===== src/rtl/uart_tx_fifo_if.sv =====
// CPU-side bus of the UART transmitter: write strobe/data in, serial line and status word out.
interface uart_tx_fifo_if;
    logic        load;
    logic [15:0] in;
    logic        TX;
    logic [15:0] out;

    modport master (output load, output in, input TX, input out);
    modport slave  (input load, input in, output TX, output out);
endinterface


===== src/rtl/uart_tx_fifo.sv =====
// UART transmitter fronted by a power-of-two FIFO, mapped on the HACK 16-bit I/O bus.
// Status word: [15] full, [14] busy, [13] sticky overflow, [7:0] queued entries.
module uart_tx_fifo #(
    parameter int CLKS_PER_BIT = 217,
    parameter int DATA_BITS    = 8,
    parameter int PARITY       = 0,
    parameter int STOP_BITS    = 1,
    parameter int FIFO_DEPTH   = 4
) (
    input  logic          clk,
    input  logic          CDONE,
    uart_tx_fifo_if.slave bus
);
    localparam int CW = (CLKS_PER_BIT > 1) ? $clog2(CLKS_PER_BIT) : 1;
    localparam int PW = $clog2(FIFO_DEPTH);
    localparam int OW = PW + 1;

    localparam logic [CW-1:0] CNT_MAX   = CW'(CLKS_PER_BIT - 1);
    localparam logic [2:0]    LAST_DATA = 3'(DATA_BITS - 1);
    localparam logic [2:0]    LAST_STOP = 3'(STOP_BITS - 1);
    localparam logic [OW-1:0] DEPTH     = OW'(FIFO_DEPTH);

    localparam logic [2:0] S_IDLE   = 3'd0;
    localparam logic [2:0] S_START  = 3'd1;
    localparam logic [2:0] S_DATA   = 3'd2;
    localparam logic [2:0] S_PARITY = 3'd3;
    localparam logic [2:0] S_STOP   = 3'd4;

    logic [DATA_BITS-1:0] mem [FIFO_DEPTH];
    logic [PW-1:0]        wr_ptr_q, wr_ptr_d, rd_ptr_q, rd_ptr_d;
    logic [OW-1:0]        occ_q, occ_d;
    logic                 ovf_q, ovf_d;
    logic [2:0]           state_q, state_d;
    logic [CW-1:0]        cnt_q, cnt_d;
    logic [2:0]           bit_q, bit_d;
    logic [DATA_BITS-1:0] shreg_q, shreg_d;
    logic                 par_q, par_d;
    logic                 tx_q, tx_d;
    logic [15:0]          out_q, out_d;

    logic                 full, push, pop, bit_end;
    logic [DATA_BITS-1:0] head;
    logic                 head_par;
    logic                 unused_in;

    // Payload bits above DATA_BITS carry no meaning on a data write.
    assign unused_in = ^bus.in[14:DATA_BITS];

    // full is taken from the pre-edge occupancy, so a pop on the same edge cannot admit a write.
    assign full     = (occ_q == DEPTH);
    assign push     = bus.load && !bus.in[15] && !full;
    assign head     = mem[rd_ptr_q];
    assign head_par = (PARITY == 1) ? ~(^head) : (^head);
    assign bit_end  = (cnt_q == CNT_MAX);

    always_comb begin
        // NOTE: every output gets a default before the case, so no path can infer a latch.
        state_d = state_q;
        cnt_d   = bit_end ? '0 : cnt_q + CW'(1);
        bit_d   = bit_q;
        shreg_d = shreg_q;
        par_d   = par_q;
        tx_d    = tx_q;
        pop     = 1'b0;
        case (state_q)
            S_IDLE: begin
                cnt_d = '0;
                tx_d  = 1'b1;
                if (occ_q != '0) begin
                    pop     = 1'b1;
                    state_d = S_START;
                    tx_d    = 1'b0;
                    shreg_d = head;
                    par_d   = head_par;
                end
            end
            S_START: begin
                if (bit_end) begin
                    state_d = S_DATA;
                    bit_d   = '0;
                    tx_d    = shreg_q[0];
                    shreg_d = shreg_q >> 1;
                end
            end
            S_DATA: begin
                if (bit_end) begin
                    if (bit_q == LAST_DATA) begin
                        bit_d = '0;
                        if (PARITY != 0) begin
                            state_d = S_PARITY;
                            tx_d    = par_q;
                        end else begin
                            state_d = S_STOP;
                            tx_d    = 1'b1;
                        end
                    end else begin
                        bit_d   = bit_q + 3'd1;
                        tx_d    = shreg_q[0];
                        shreg_d = shreg_q >> 1;
                    end
                end
            end
            S_PARITY: begin
                if (bit_end) begin
                    state_d = S_STOP;
                    bit_d   = '0;
                    tx_d    = 1'b1;
                end
            end
            S_STOP: begin
                if (bit_end) begin
                    if (bit_q == LAST_STOP) begin
                        bit_d = '0;
                        // A queued byte starts right away, keeping frames back-to-back.
                        if (occ_q != '0) begin
                            pop     = 1'b1;
                            state_d = S_START;
                            tx_d    = 1'b0;
                            shreg_d = head;
                            par_d   = head_par;
                        end else begin
                            state_d = S_IDLE;
                            tx_d    = 1'b1;
                        end
                    end else begin
                        bit_d = bit_q + 3'd1;
                    end
                end
            end
            default: begin
                state_d = S_IDLE;
                cnt_d   = '0;
                tx_d    = 1'b1;
            end
        endcase
    end

    always_comb begin
        wr_ptr_d = push ? wr_ptr_q + PW'(1) : wr_ptr_q;
        rd_ptr_d = pop  ? rd_ptr_q + PW'(1) : rd_ptr_q;
        case ({push, pop})
            2'b10:   occ_d = occ_q + OW'(1);
            2'b01:   occ_d = occ_q - OW'(1);
            default: occ_d = occ_q;
        endcase
        ovf_d = ovf_q;
        if (bus.load && bus.in[15]) begin
            ovf_d = 1'b0;
        end else if (bus.load && full) begin
            ovf_d = 1'b1;
        end
        out_d = {(occ_d == DEPTH), (state_d != S_IDLE) || (occ_d != '0), ovf_d,
                 5'd0, 8'(occ_d)};
    end

    // NOTE: payload storage has no reset; occupancy guards every read, so stale entries are never seen.
    always_ff @(posedge clk) begin
        if (push) begin
            mem[wr_ptr_q] <= bus.in[DATA_BITS-1:0];
        end
    end

    // NOTE: non-blocking assignments so every flop samples the pre-edge values of the others.
    always_ff @(posedge clk or negedge CDONE) begin
        if (!CDONE) begin
            wr_ptr_q <= '0;
            rd_ptr_q <= '0;
            occ_q    <= '0;
            ovf_q    <= 1'b0;
            state_q  <= S_IDLE;
            cnt_q    <= '0;
            bit_q    <= '0;
            shreg_q  <= '0;
            par_q    <= 1'b0;
            tx_q     <= 1'b1;
            out_q    <= '0;
        end else begin
            wr_ptr_q <= wr_ptr_d;
            rd_ptr_q <= rd_ptr_d;
            occ_q    <= occ_d;
            ovf_q    <= ovf_d;
            state_q  <= state_d;
            cnt_q    <= cnt_d;
            bit_q    <= bit_d;
            shreg_q  <= shreg_d;
            par_q    <= par_d;
            tx_q     <= tx_d;
            out_q    <= out_d;
        end
    end

    assign bus.TX  = tx_q;
    assign bus.out = out_q;
endmodule


===== src/flat_wrapper.sv =====
// flat-port wrapper written by rule: the top's interface ports become plain ports
module uart_tx_fifo_flat 
#(
    parameter int CLKS_PER_BIT = 217,
    parameter int DATA_BITS    = 8,
    parameter int PARITY       = 0,
    parameter int STOP_BITS    = 1,
    parameter int FIFO_DEPTH   = 4
)
  (clk, CDONE, bus_load, bus_in, bus_TX, bus_out);
  uart_tx_fifo_if bus_i ();
  input  logic clk;
  input  logic CDONE;
  input wire logic [$bits(bus_i.load)-1:0] bus_load;
  input wire logic [$bits(bus_i.in)-1:0] bus_in;
  output wire logic [$bits(bus_i.TX)-1:0] bus_TX;
  output wire logic [$bits(bus_i.out)-1:0] bus_out;
  assign bus_i.load = bus_load;
  assign bus_i.in = bus_in;
  assign bus_TX = bus_i.TX;
  assign bus_out = bus_i.out;
  uart_tx_fifo #(.CLKS_PER_BIT(CLKS_PER_BIT), .DATA_BITS(DATA_BITS), .PARITY(PARITY), .STOP_BITS(STOP_BITS), .FIFO_DEPTH(FIFO_DEPTH)) u_core (.clk(clk), .CDONE(CDONE), .bus(bus_i));
endmodule

===== config.mk =====
export PLATFORM = sky130hd
export DESIGN_NAME = uart_tx_fifo_flat
export DESIGN_NICKNAME = d
export VERILOG_FILES = /design/src/rtl/uart_tx_fifo_if.sv /design/src/rtl/uart_tx_fifo.sv /design/src/flat_wrapper.sv
export SDC_FILE = /design/constraint.sdc
export NUM_CORES = 1
export LEC_CHECK = 0
export ABC_CLOCK_PERIOD_IN_PS = 7760
export CAP_MARGIN = 25
export CORE_AREA = 2 2 87 89
export CTS_BUF_LIST = sky130_fd_sc_hd__clkbuf_4
export CTS_CLUSTER_SIZE = 30
export DETAILED_ROUTE_END_ITERATION = 7
export DIE_AREA = 0 0 89 91
export SETUP_SLACK_MARGIN = 0.1
export SLEW_MARGIN = 20
export SYNTH_ARGS = -nofsm -noshare
export SYNTH_HDL_FRONTEND = slang
export SYNTH_SLANG_ARGS = --single-unit

===== constraint.sdc =====
create_clock -name clk -period 7.76 [get_ports clk]
set_input_delay 1.552 -clock clk [delete_from_list [all_inputs] [get_ports clk]]
set_output_delay 1.552 -clock clk [all_outputs]
set_load 0.05 [all_outputs]

## Yosys cells after proc, flatten, opt, wreduce, memory -nomap -nowiden

Memory sizes are Yosys's and may differ from the RTL's.
Cells that the tools add are included.

| storage, ports and cells | value |
|---|---|
| output and inout bits | 17 |
| flip-flop bits (word level) | 37 |
| word-level logic and storage cells | 94 |
| memories kept | 1 |
| RAM bits | 32 |

Memories:

| name | words | width | rd ports | clocked after Yosys merged registers in | wr ports | line | source |
|---|---|---|---|---|---|---|---|
| u_core.mem | 4 | 8 | 1 | 0 | 1 | uart_tx_fifo.sv:29 | `logic [DATA_BITS-1:0] mem [FIFO_DEPTH];` |

| operators by class | value |
|---|---|
| muxes and demuxes | 41 |
| equal/unequal tests | 17 |
| $add $sub $neg | 6 |
| reductions and logical operators | 19 |

Operators by type and width:

| kind | number |
|---|---|
| 2-to-1 mux 8 bit | 8 |
| 2-to-1 mux 3 bit | 12 |
| case mux 8 bit (4 select lines) | 1 |
| 2-to-1 mux 1 bit | 15 |
| case mux 3 bit (5 select lines) | 1 |
| equality test 3 bit (second input constant) | 4 |
| inequality test 2 x 1 -> 1 bit (second input constant) | 6 |
| nonzero test 3 bit | 4 |
| case mux 3 bit (3 select lines) | 1 |
| adder 8 x 1 -> 8 bit (second input constant) | 1 |
| equality test 8 bit (second input constant) | 1 |
| adder 3 x 1 -> 3 bit (second input constant) | 2 |
| equality test 3 x 2 -> 1 bit (second input constant) | 2 |
| zero test 3 bit | 2 |
| case mux 3 bit (2 select lines) | 1 |
| AND reduction 6 bit | 1 |
| case mux 1 bit (5 select lines) | 1 |
| AND reduction 5 bit | 1 |
| adder 2 x 1 -> 2 bit (second input constant) | 2 |
| logical AND 1 bit | 4 |
| AND reduction 4 bit | 1 |
| nonzero test 4 bit | 1 |
| OR reduction 4 bit | 1 |
| equality test 3 x 1 -> 1 bit (second input constant) | 1 |
| 8 further kinds | 9 |

## Depth between registers and ports, before layout

Gate-level depths: netlist of run 1.

| logic depth | value |
|---|---|
| depth in word-level cells | 9 |
| gate-level depth with buffers | 12 |
| depth with buffers taken out | 12 |

## Least setup slack after synthesis of run 1

Ideal clock, no wire load.

| timing path | value |
|---|---|
| path kind | input-to-reg |
| from | input bus_in[15] |
| to | register u_core.out_q[14] (netlist: u_core.bus.out[14]) |
| cell stages on the path | 10 |
| path buffers | 0 |
| setup time | 0.138 ns |
| arrival | 3.340 ns |
| setup slack | 4.282 ns |
| cells stage by stage | nand2b_1 -> a21oi_1 -> inv_1 -> ha_1 -> inv_1 -> fa_1 -> xor2_1 -> nor3_1 -> nor3_1 -> or4b_1 |

| between the ends | value |
|---|---|
| cells in the longest elaborated chain, start to end | 7 |
| elaborated cells on any way between the ends | 8 |
| classes of those cells | 2 x eq/ne; 1 x mux; 5 x reduce/logical |

Ends and longest elaborated chain:

| item | line | source |
|---|---|---|
| start, declared | flat_wrapper.sv:15 | `input wire logic [$bits(bus_i.in)-1:0] bus_in;` |
| zero test 1 bit * | uart_tx_fifo.sv:51 | `assign push = bus.load && !bus.in[15] && !full;` |
| logical AND 1 bit * (2 in series) | uart_tx_fifo.sv:51 |  |
| equality test 2 x 1 -> 1 bit or equality test 2 bit (tied branches) | uart_tx_fifo.sv:141 | `case ({push, pop})` |
| case mux 3 bit (2 select lines) * | uart_tx_fifo.sv:141 |  |
| nonzero test 3 bit * | uart_tx_fifo.sv:152 | `out_d = {(occ_d == DEPTH), (state_d != S_IDLE) \|\| (occ_d != '0), ovf_d,` |
| logical OR 1 bit * | uart_tx_fifo.sv:152 |  |
| named net u_core.out_d[14] | uart_tx_fifo.sv:39 | `logic [15:0] out_q, out_d;` |
| end signal, assigned | uart_tx_fifo.sv:188 | `out_q <= out_d;` |
| end, declared | uart_tx_fifo.sv:39 |  |

Mark *: on every way through the listed nets, which the timed path passes. The rest lies on a longest branch.
A chain may end at the register's enable or synchronous reset.

## Final worst setup path of run 1

| timing path | value |
|---|---|
| from | input bus_load |
| to | register u_core.out_q[14] (netlist: u_core.bus.out[14]) |

| between the ends | value |
|---|---|
| cells in the longest elaborated chain, start to end | 6 |
| elaborated cells on any way between the ends | 7 |
| classes of those cells | 2 x eq/ne; 1 x mux; 4 x reduce/logical |

Ends and longest elaborated chain:

| item | line | source |
|---|---|---|
| start, declared | flat_wrapper.sv:14 | `input wire logic [$bits(bus_i.load)-1:0] bus_load;` |
| logical AND 1 bit * (2 in series) | uart_tx_fifo.sv:51 |  |
| equality test 2 x 1 -> 1 bit or equality test 2 bit (tied branches) | uart_tx_fifo.sv:141 |  |
| case mux 3 bit (2 select lines) * | uart_tx_fifo.sv:141 |  |
| nonzero test 3 bit * | uart_tx_fifo.sv:152 |  |
| logical OR 1 bit * | uart_tx_fifo.sv:152 |  |
| named net u_core.out_d[14] | uart_tx_fifo.sv:39 |  |

Marks and branches as above.

==> results of run 1 <==
[report_power, final]
| part | internal, mW | switching [mW] | total, mW |
|---|---|---|---|
| sequential | 0.445 | 0.0865 | 0.531 |
| clock | 0.138 | 0.141 | 0.279 |
| combinational | 0.188 | 0.204 | 0.392 |
[final cells by class]
cell class              instances  share of cell area, %
inverters                      12                   1.27
well taps                      99                   3.50
flip-flops and latches         65                   50.5
clock inverters                 7                   3.08
multi-input cells             149                   34.4
clock buffers                   9                   1.91
repair buffers                 19                   5.30
[kinds of logic after synthesis]
family	after synthesis	share of synthesized area [%]
flops	65	57.1
fa+ha+maj	11	4.64
buf+inv	29	5.04
xor+xnor	13	3.64
mux	22	10.8
compound gates	32	7.51
other cells	1	0.120
simple gates	61	11.2
[metal layers]
metal | GRT usage (%) | vias up | wire (um)
met4 | 6.34 | 0 | 74
met1 | 21.0 | 886 | 2520
met2 | 22.1 | 30 | 2530
met3 | 3.55 | 6 | 153
li1 | - | 871 | -
met5 | 0 | - | 0
[final timing paths]
path,startpoint,to,depth (start not counted)
setup / recovery,bus_load,u_core.bus.out[14],11
hold / removal,u_core.shreg_q[6],u_core.shreg_q[6],1
setup reg to reg,u_core.cnt_q[0],u_core.bus.out[14],12
hold reg to reg,u_core.shreg_q[6],u_core.shreg_q[6],1
max in group asynchronous,CDONE,u_core.bus.TX,2
min in group asynchronous,CDONE,u_core.bus.out[14],2
[sequential cells by signal, indices dropped and copies added (netlist names)]
signal and flops:
u_core.bit_q 3, u_core.wr_ptr_q 2, u_core.cnt_q 8, u_core.mem 32
u_core.bus.out 4, u_core.shreg_q 8, u_core.state_q 3, u_core.bus.TX 1
u_core.rd_ptr_q 2, u_core.occ_q 2
[cells in the mapped netlist, types with 4 or more instances]
library cell / count
inv_1: 12
a21oi_1: 7
ha_1: 10
nand2_1: 8
and2_1: 4
nor3_1: 7
edfxtp_1: 32
nand2b_1: 5
mux4_2: 8
buf_4: 12
xnor2_1: 5
nand3_1: 6
xor2_1: 8
dfrtp_1: 32
o21ai_0: 7
mux2_2: 11
nor2_1: 13
[critical path: cells and delay by family]
family	cells	cell delay [ps]
fa+ha+maj	2	390
buf+inv	3	660
compound gates	2	620
simple gates	3	720
xor+xnor	1	80
==> impl_metrics.env, run 1 <==
export IMPL_io_pins=36
export IMPL_synth_area_leader_cell="edfxtp_1"
export IMPL_layout_nets=286
export IMPL_hpwl_um=3580
export IMPL_cts_buffer_depth=2
export IMPL_core_area_um2=7140
export IMPL_num_rows=31
export IMPL_async_flop_share_pct=50.8
export IMPL_cts_resized=0
export IMPL_port_buffers=18
export IMPL_grt_ovfl_total=0
export IMPL_dp_cells=344
export IMPL_globalplace_congestion=0.735
export IMPL_diodes=0
export IMPL_cts_buffers=9
export IMPL_finish_utilization_pct=49.6
export IMPL_grt_max_degree=34
export IMPL_multiInputGateArea_um2=1220
export IMPL_die_w_um=89
export IMPL_synth_top_area_share_pct=30.7
export IMPL_crit_chain="clkdlybuf4s50_1, nand2b_1, a21oi_1, inv_1, ha_1, inv_1, fa_1, xor2_1, o21a_1, nor3_1, or4b_1"
export IMPL_cts_root_buf="clkbuf_4"
export IMPL_synth_seq_cells=65
export IMPL_wirelength_um=5280
export IMPL_critPathCaptureType="flop"
export IMPL_ir_drop_v=0.000151
export IMPL_design_area_um2=3540
export IMPL_htreeDepth=3
export IMPL_ant_nets=0
export IMPL_finalNonFillerCells=360
export IMPL_hold_buffers=0
export IMPL_worstMarginPinSlew_ps=576
export IMPL_required_ps=8050
export IMPL_setup_worst_path_start_class="input pin"
export IMPL_p_per_area_nw_per_um2=340
export IMPL_relSlewSlack_pct=61.6
export IMPL_first_global_vias=1821
export IMPL_setup_slack_ps=4020
export IMPL_synth_edff_count=32
export IMPL_ys_warn_count=0
export IMPL_place_ws_ps=3560
export IMPL_clk_latency_ps=410
export IMPL_die_h_um=91
export IMPL_power_total_mw=1.20
export IMPL_synth_ff_type="edfxtp_1"
export IMPL_register_area_um2=1790
export IMPL_cp_common_cell="inv_1"
export IMPL_fillerInstances=643
export IMPL_period_share_pct=48.2
export IMPL_cts_sinks=65
export IMPL_vias_per_cell=4.98
export IMPL_final_setup_tns_ps=0
export IMPL_die_area_um2=8100
export IMPL_setup_viol=0
export IMPL_drt_iter0_drc=129
export IMPL_cts_setup_buffers=0
export IMPL_final_cell_mix="32 x dfrtp_1, 32 x edfxtp_1, 18 x clkdlybuf4s50_1"
export IMPL_ys_types=53
export IMPL_netlist_area_um2=3130
export IMPL_hold_class="reg -> reg"
export IMPL_placed_area_um2=3360
export IMPL_area_growth_pct=13.1
export IMPL_arrival_ps=4030
export IMPL_syn_area_per_cell_um2=13.4
export IMPL_hold_violations=0
export IMPL_finClkSkew_ps=15.2
export IMPL_yosys_top_cells_area="edfxtp_1 31%, dfrtp_1 26%, mux4_2 5.8%"
export IMPL_slowest_stage="clkdlybuf4s50_1"
export IMPL_max_cap_violations=0
export IMPL_grt_use_total_pct=14.9
export IMPL_grt_pass1_wl_um=9050
export IMPL_netlist_instances=234
export IMPL_p_leak_nw=1.45
export IMPL_rsz0062_at_grt="false"
export IMPL_vias=1793
export IMPL_antenna_found_initial=0
export IMPL_achievable_frequency_mhz=267
export IMPL_cpPeakStageDelay_ps=500
export IMPL_fin_crit_ps=3740
export IMPL_crit_type="in -> reg"
export IMPL_initial_utilization_pct=43.9
export IMPL_crit_path_max_fanout=8
export IMPL_drc=0
export IMPL_drt_pre_antenna_iters=4
export IMPL_path_clk_slew_ps=120
export IMPL_layout_drive_gt1_share_pct=17.2
export IMPL_slew_viol_final=0
export IMPL_cts_tree="built"
export IMPL_holdWs_ps=500
export IMPL_yosysSeqAreaShare_pct=57.1
export IMPL_status="complete, no violations"
export IMPL_reg2reg_slack_ps=4340
export IMPL_wl_per_cell_um=14.7
(Power assumes the default switching activity.)
==> run 2: changes to the inputs <==
--- a/config.mk
+++ b/config.mk
@@ -5,13 +5,14 @@
 export SDC_FILE = /design/constraint.sdc
 export NUM_CORES = 1
 export LEC_CHECK = 0
-export ABC_CLOCK_PERIOD_IN_PS = 7760
+export ABC_CLOCK_PERIOD_IN_PS = 3120
 export CAP_MARGIN = 25
 export CORE_AREA = 2 2 87 89
 export CTS_BUF_LIST = sky130_fd_sc_hd__clkbuf_4
 export CTS_CLUSTER_SIZE = 30
 export DETAILED_ROUTE_END_ITERATION = 7
 export DIE_AREA = 0 0 89 91
+export PLACE_DENSITY = 0.67
 export SETUP_SLACK_MARGIN = 0.1
 export SLEW_MARGIN = 20
 export SYNTH_ARGS = -nofsm -noshare
==> constraint.sdc (replaced) <==
create_clock -name clk -period 3.12 [get_ports clk]
set_input_delay 0.624 -clock clk [delete_from_list [all_inputs] [get_ports clk]]
set_output_delay 0.624 -clock clk [all_outputs]
set_load 0.05 [all_outputs]
==> run 2 against run 1 <==
  * Register-to-register slack worse by 4100 ps
  * Power rose to 2.6 times the previous value
  * Critical endpoint unchanged
  * Sequential share of layout area down 2.5 points
  * Cell count up 4.4%
  * First-iteration DRC count up 2.3%
  * Design area up 5.2%
  * Clock skew up 3.2 ps
  * Worst setup slack worse by 3800 ps
  * Largest power group unchanged
  * Core utilization up 2.6 points
  * Clock-buffer cell count unchanged
  * Critical path depth up 1
==> impl_metrics.env, run 2 (same netlist as run 1, synthesis figures left out) <==
export IMPL_vias_per_cell=4.89
export IMPL_hold_buffers=0
export IMPL_slowest_stage="or4b_1"
export IMPL_use_met2_pct=21.7
export IMPL_reg2reg_slack_ps=190
export IMPL_drt_pre_antenna_iters=4
export IMPL_finish_utilization_pct=52.2
export IMPL_worstHoldStart="u_core.shreg_q[5]"
export IMPL_place_ws_ps=66.7
export IMPL_clk_latency_ps=410
export IMPL_cts_sinks=65
export IMPL_path_clk_slew_ps=130
export IMPL_wirelength_um=5180
export IMPL_cts_buffers=9
export IMPL_setup_worst_path_start_class="flop"
export IMPL_hold_end="u_core.shreg_q[5]"
export IMPL_p_sw_mw=1.08
export IMPL_hpwl_um=3550
export IMPL_cts_buffer_depth=2
export IMPL_largest_reg_flops=32
export IMPL_fin_crit_ps=2930
export IMPL_hold_class="reg -> reg"
export IMPL_register_area_um2=1790
export IMPL_drc=0
export IMPL_reg_top3="u_core.mem x32, u_core.cnt_q x8, u_core.shreg_q x8"
export IMPL_grt_max_degree=34
export IMPL_finalNonFillerCells=376
export IMPL_first_global_vias=1901
export IMPL_max_cap_violations=0
export IMPL_worst_r2r_path_depth=12
export IMPL_required_ps=3410
export IMPL_grt_use_total_pct=14.5
export IMPL_hold_violations=0
export IMPL_num_rows=31
export IMPL_status="complete, no violations"
export IMPL_pwr_share_seq_pct=41.0
export IMPL_antenna_found_initial=0
export IMPL_cp_common_cell="ha_4"
export IMPL_cpPeakStageDelay_ps=440
export IMPL_startpoint="u_core.cnt_q[0]"
export IMPL_die_area_um2=8100
export IMPL_drt_iter0_drc=132
export IMPL_layout_nets=302
export IMPL_hold_path_depth=1
export IMPL_p_leak_nw=1.54
export IMPL_pwr_share_comb_pct=35.3
export IMPL_relSlewSlack_pct=59.6
export IMPL_layout_drive_gt1_share_pct=24.9
export IMPL_critPathCaptureType="flop"
export IMPL_cts_tree="built"
export IMPL_holdWs_ps=501
export IMPL_die_h_um=91
export IMPL_rsz0062_at_grt="true"
export IMPL_top_register="u_core.mem"
export IMPL_initial_utilization_pct=43.9
export IMPL_clockPowerShare_pct=23.7
export IMPL_achievable_frequency_mhz=342
export IMPL_period_share_pct=93.8
export IMPL_diodes=0
export IMPL_port_buffers=18
export IMPL_met1_usage_pct=19.7
export IMPL_die_w_um=89
export IMPL_use_met3_pct=4.27
export IMPL_finClkSkew_ps=18.4
export IMPL_fillerInstances=635
export IMPL_busiest_layer="met2"
export IMPL_multiInputGateArea_um2=1270
export IMPL_timing_rr_end="u_core.bus.out[14]"
export IMPL_wl_per_cell_um=13.8
export IMPL_p_per_area_nw_per_um2=844
export IMPL_setup_viol=0
export IMPL_grt_ovfl_total=0
export IMPL_core_area_um2=7140
export IMPL_ant_nets=0
export IMPL_power_total_mw=3.14
export IMPL_design_area_um2=3720
export IMPL_p_sw_share_pct=34.2
export IMPL_crit_path_max_fanout=2
export IMPL_final_setup_tns_ps=0
export IMPL_htreeDepth=3
export IMPL_ir_drop_v=0.000479
export IMPL_area_growth_pct=19.0
export IMPL_globalplace_congestion=0.799
export IMPL_crit_chain="inv_2, ha_4, nand4b_4, or3_4, a21oi_4, ha_4, inv_1, fa_2, xor2_1, o21a_1, nor3_2, or4b_1"
export IMPL_setup_slack_ps=195
export IMPL_arrival_ps=3220
export IMPL_vias=1837
export IMPL_dp_cells=354
export IMPL_critPathTopFamily="simple AND/OR/NAND/NOR gates"
export IMPL_reg2reg_from="u_core.cnt_q[0]"
export IMPL_placed_area_um2=3460
export IMPL_slew_viol_final=0
export IMPL_worstMarginPinSlew_ps=607
export IMPL_intPower_mw=2.07
export IMPL_crit_type="reg -> reg"
export IMPL_grt_pass1_wl_um=8920
export IMPL_final_cell_mix="32 x dfrtp_1, 32 x edfxtp_1, 18 x clkdlybuf4s50_1"
export IMPL_worstPathBufferInverterCount=2
export IMPL_cts_root_buf="clkbuf_4"
export IMPL_io_pins=36
run 2: changes by cell type in the layout (fill, tap and decap cells not counted), sizes merged:
cell / change
buf: +16
inv: -2
bufinv: +1
clkinv: +1
run 2: how the worst max path moves through the flow:
stage,cells after the start,endpoint
finish,12,u_core.bus.out[14]
global route,12,u_core.bus.out[14]
CTS,12,u_core.bus.out[14]
detailed placement,12,u_core.bus.out[14]
global placement,12,u_core.bus.out[14]
floorplan,12,u_core.bus.out[14]
run 2: cell type report:
type                    instances  area share (%)
well taps                      99            3.33
multi-input cells             149            34.0
inverters                      12            1.21
flip-flops and latches         65            48.0
repair buffers                 35            8.26
clock buffers                   9            1.81
clock inverters                 7            3.36
run 2: power by group through the flow:
| stage | logic, mW | registers [mW] | clock network (mW) |
|---|---|---|---|
| 3_3_place_gp | 1.04 | 1.30 | 0 |
| 3_5_place_dp | 1.05 | 1.31 | 0 |
| 5_1_grt | 1.22 | 1.32 | 0.800 |
| 6_report | 1.11 | 1.29 | 0.744 |
| 4_1_cts | 1.09 | 1.29 | 0.764 |
| 2_1_floorplan | 0.732 | 1.35 | 0 |
run 2: per-layer routing:
metal | wire, um | part of all wire [%]
met1 | 2410 | 47
met2 | 2500 | 48
met3 | 190 | 3.7
met4 | 78 | 1.5
met5 | 0 | 0
run 2: repair_timing:
item,in CTS,in global routing
setup endpoints to repair,1,1
setup buffers,4,2
pin swaps,6,6
gates resized for setup,1,5
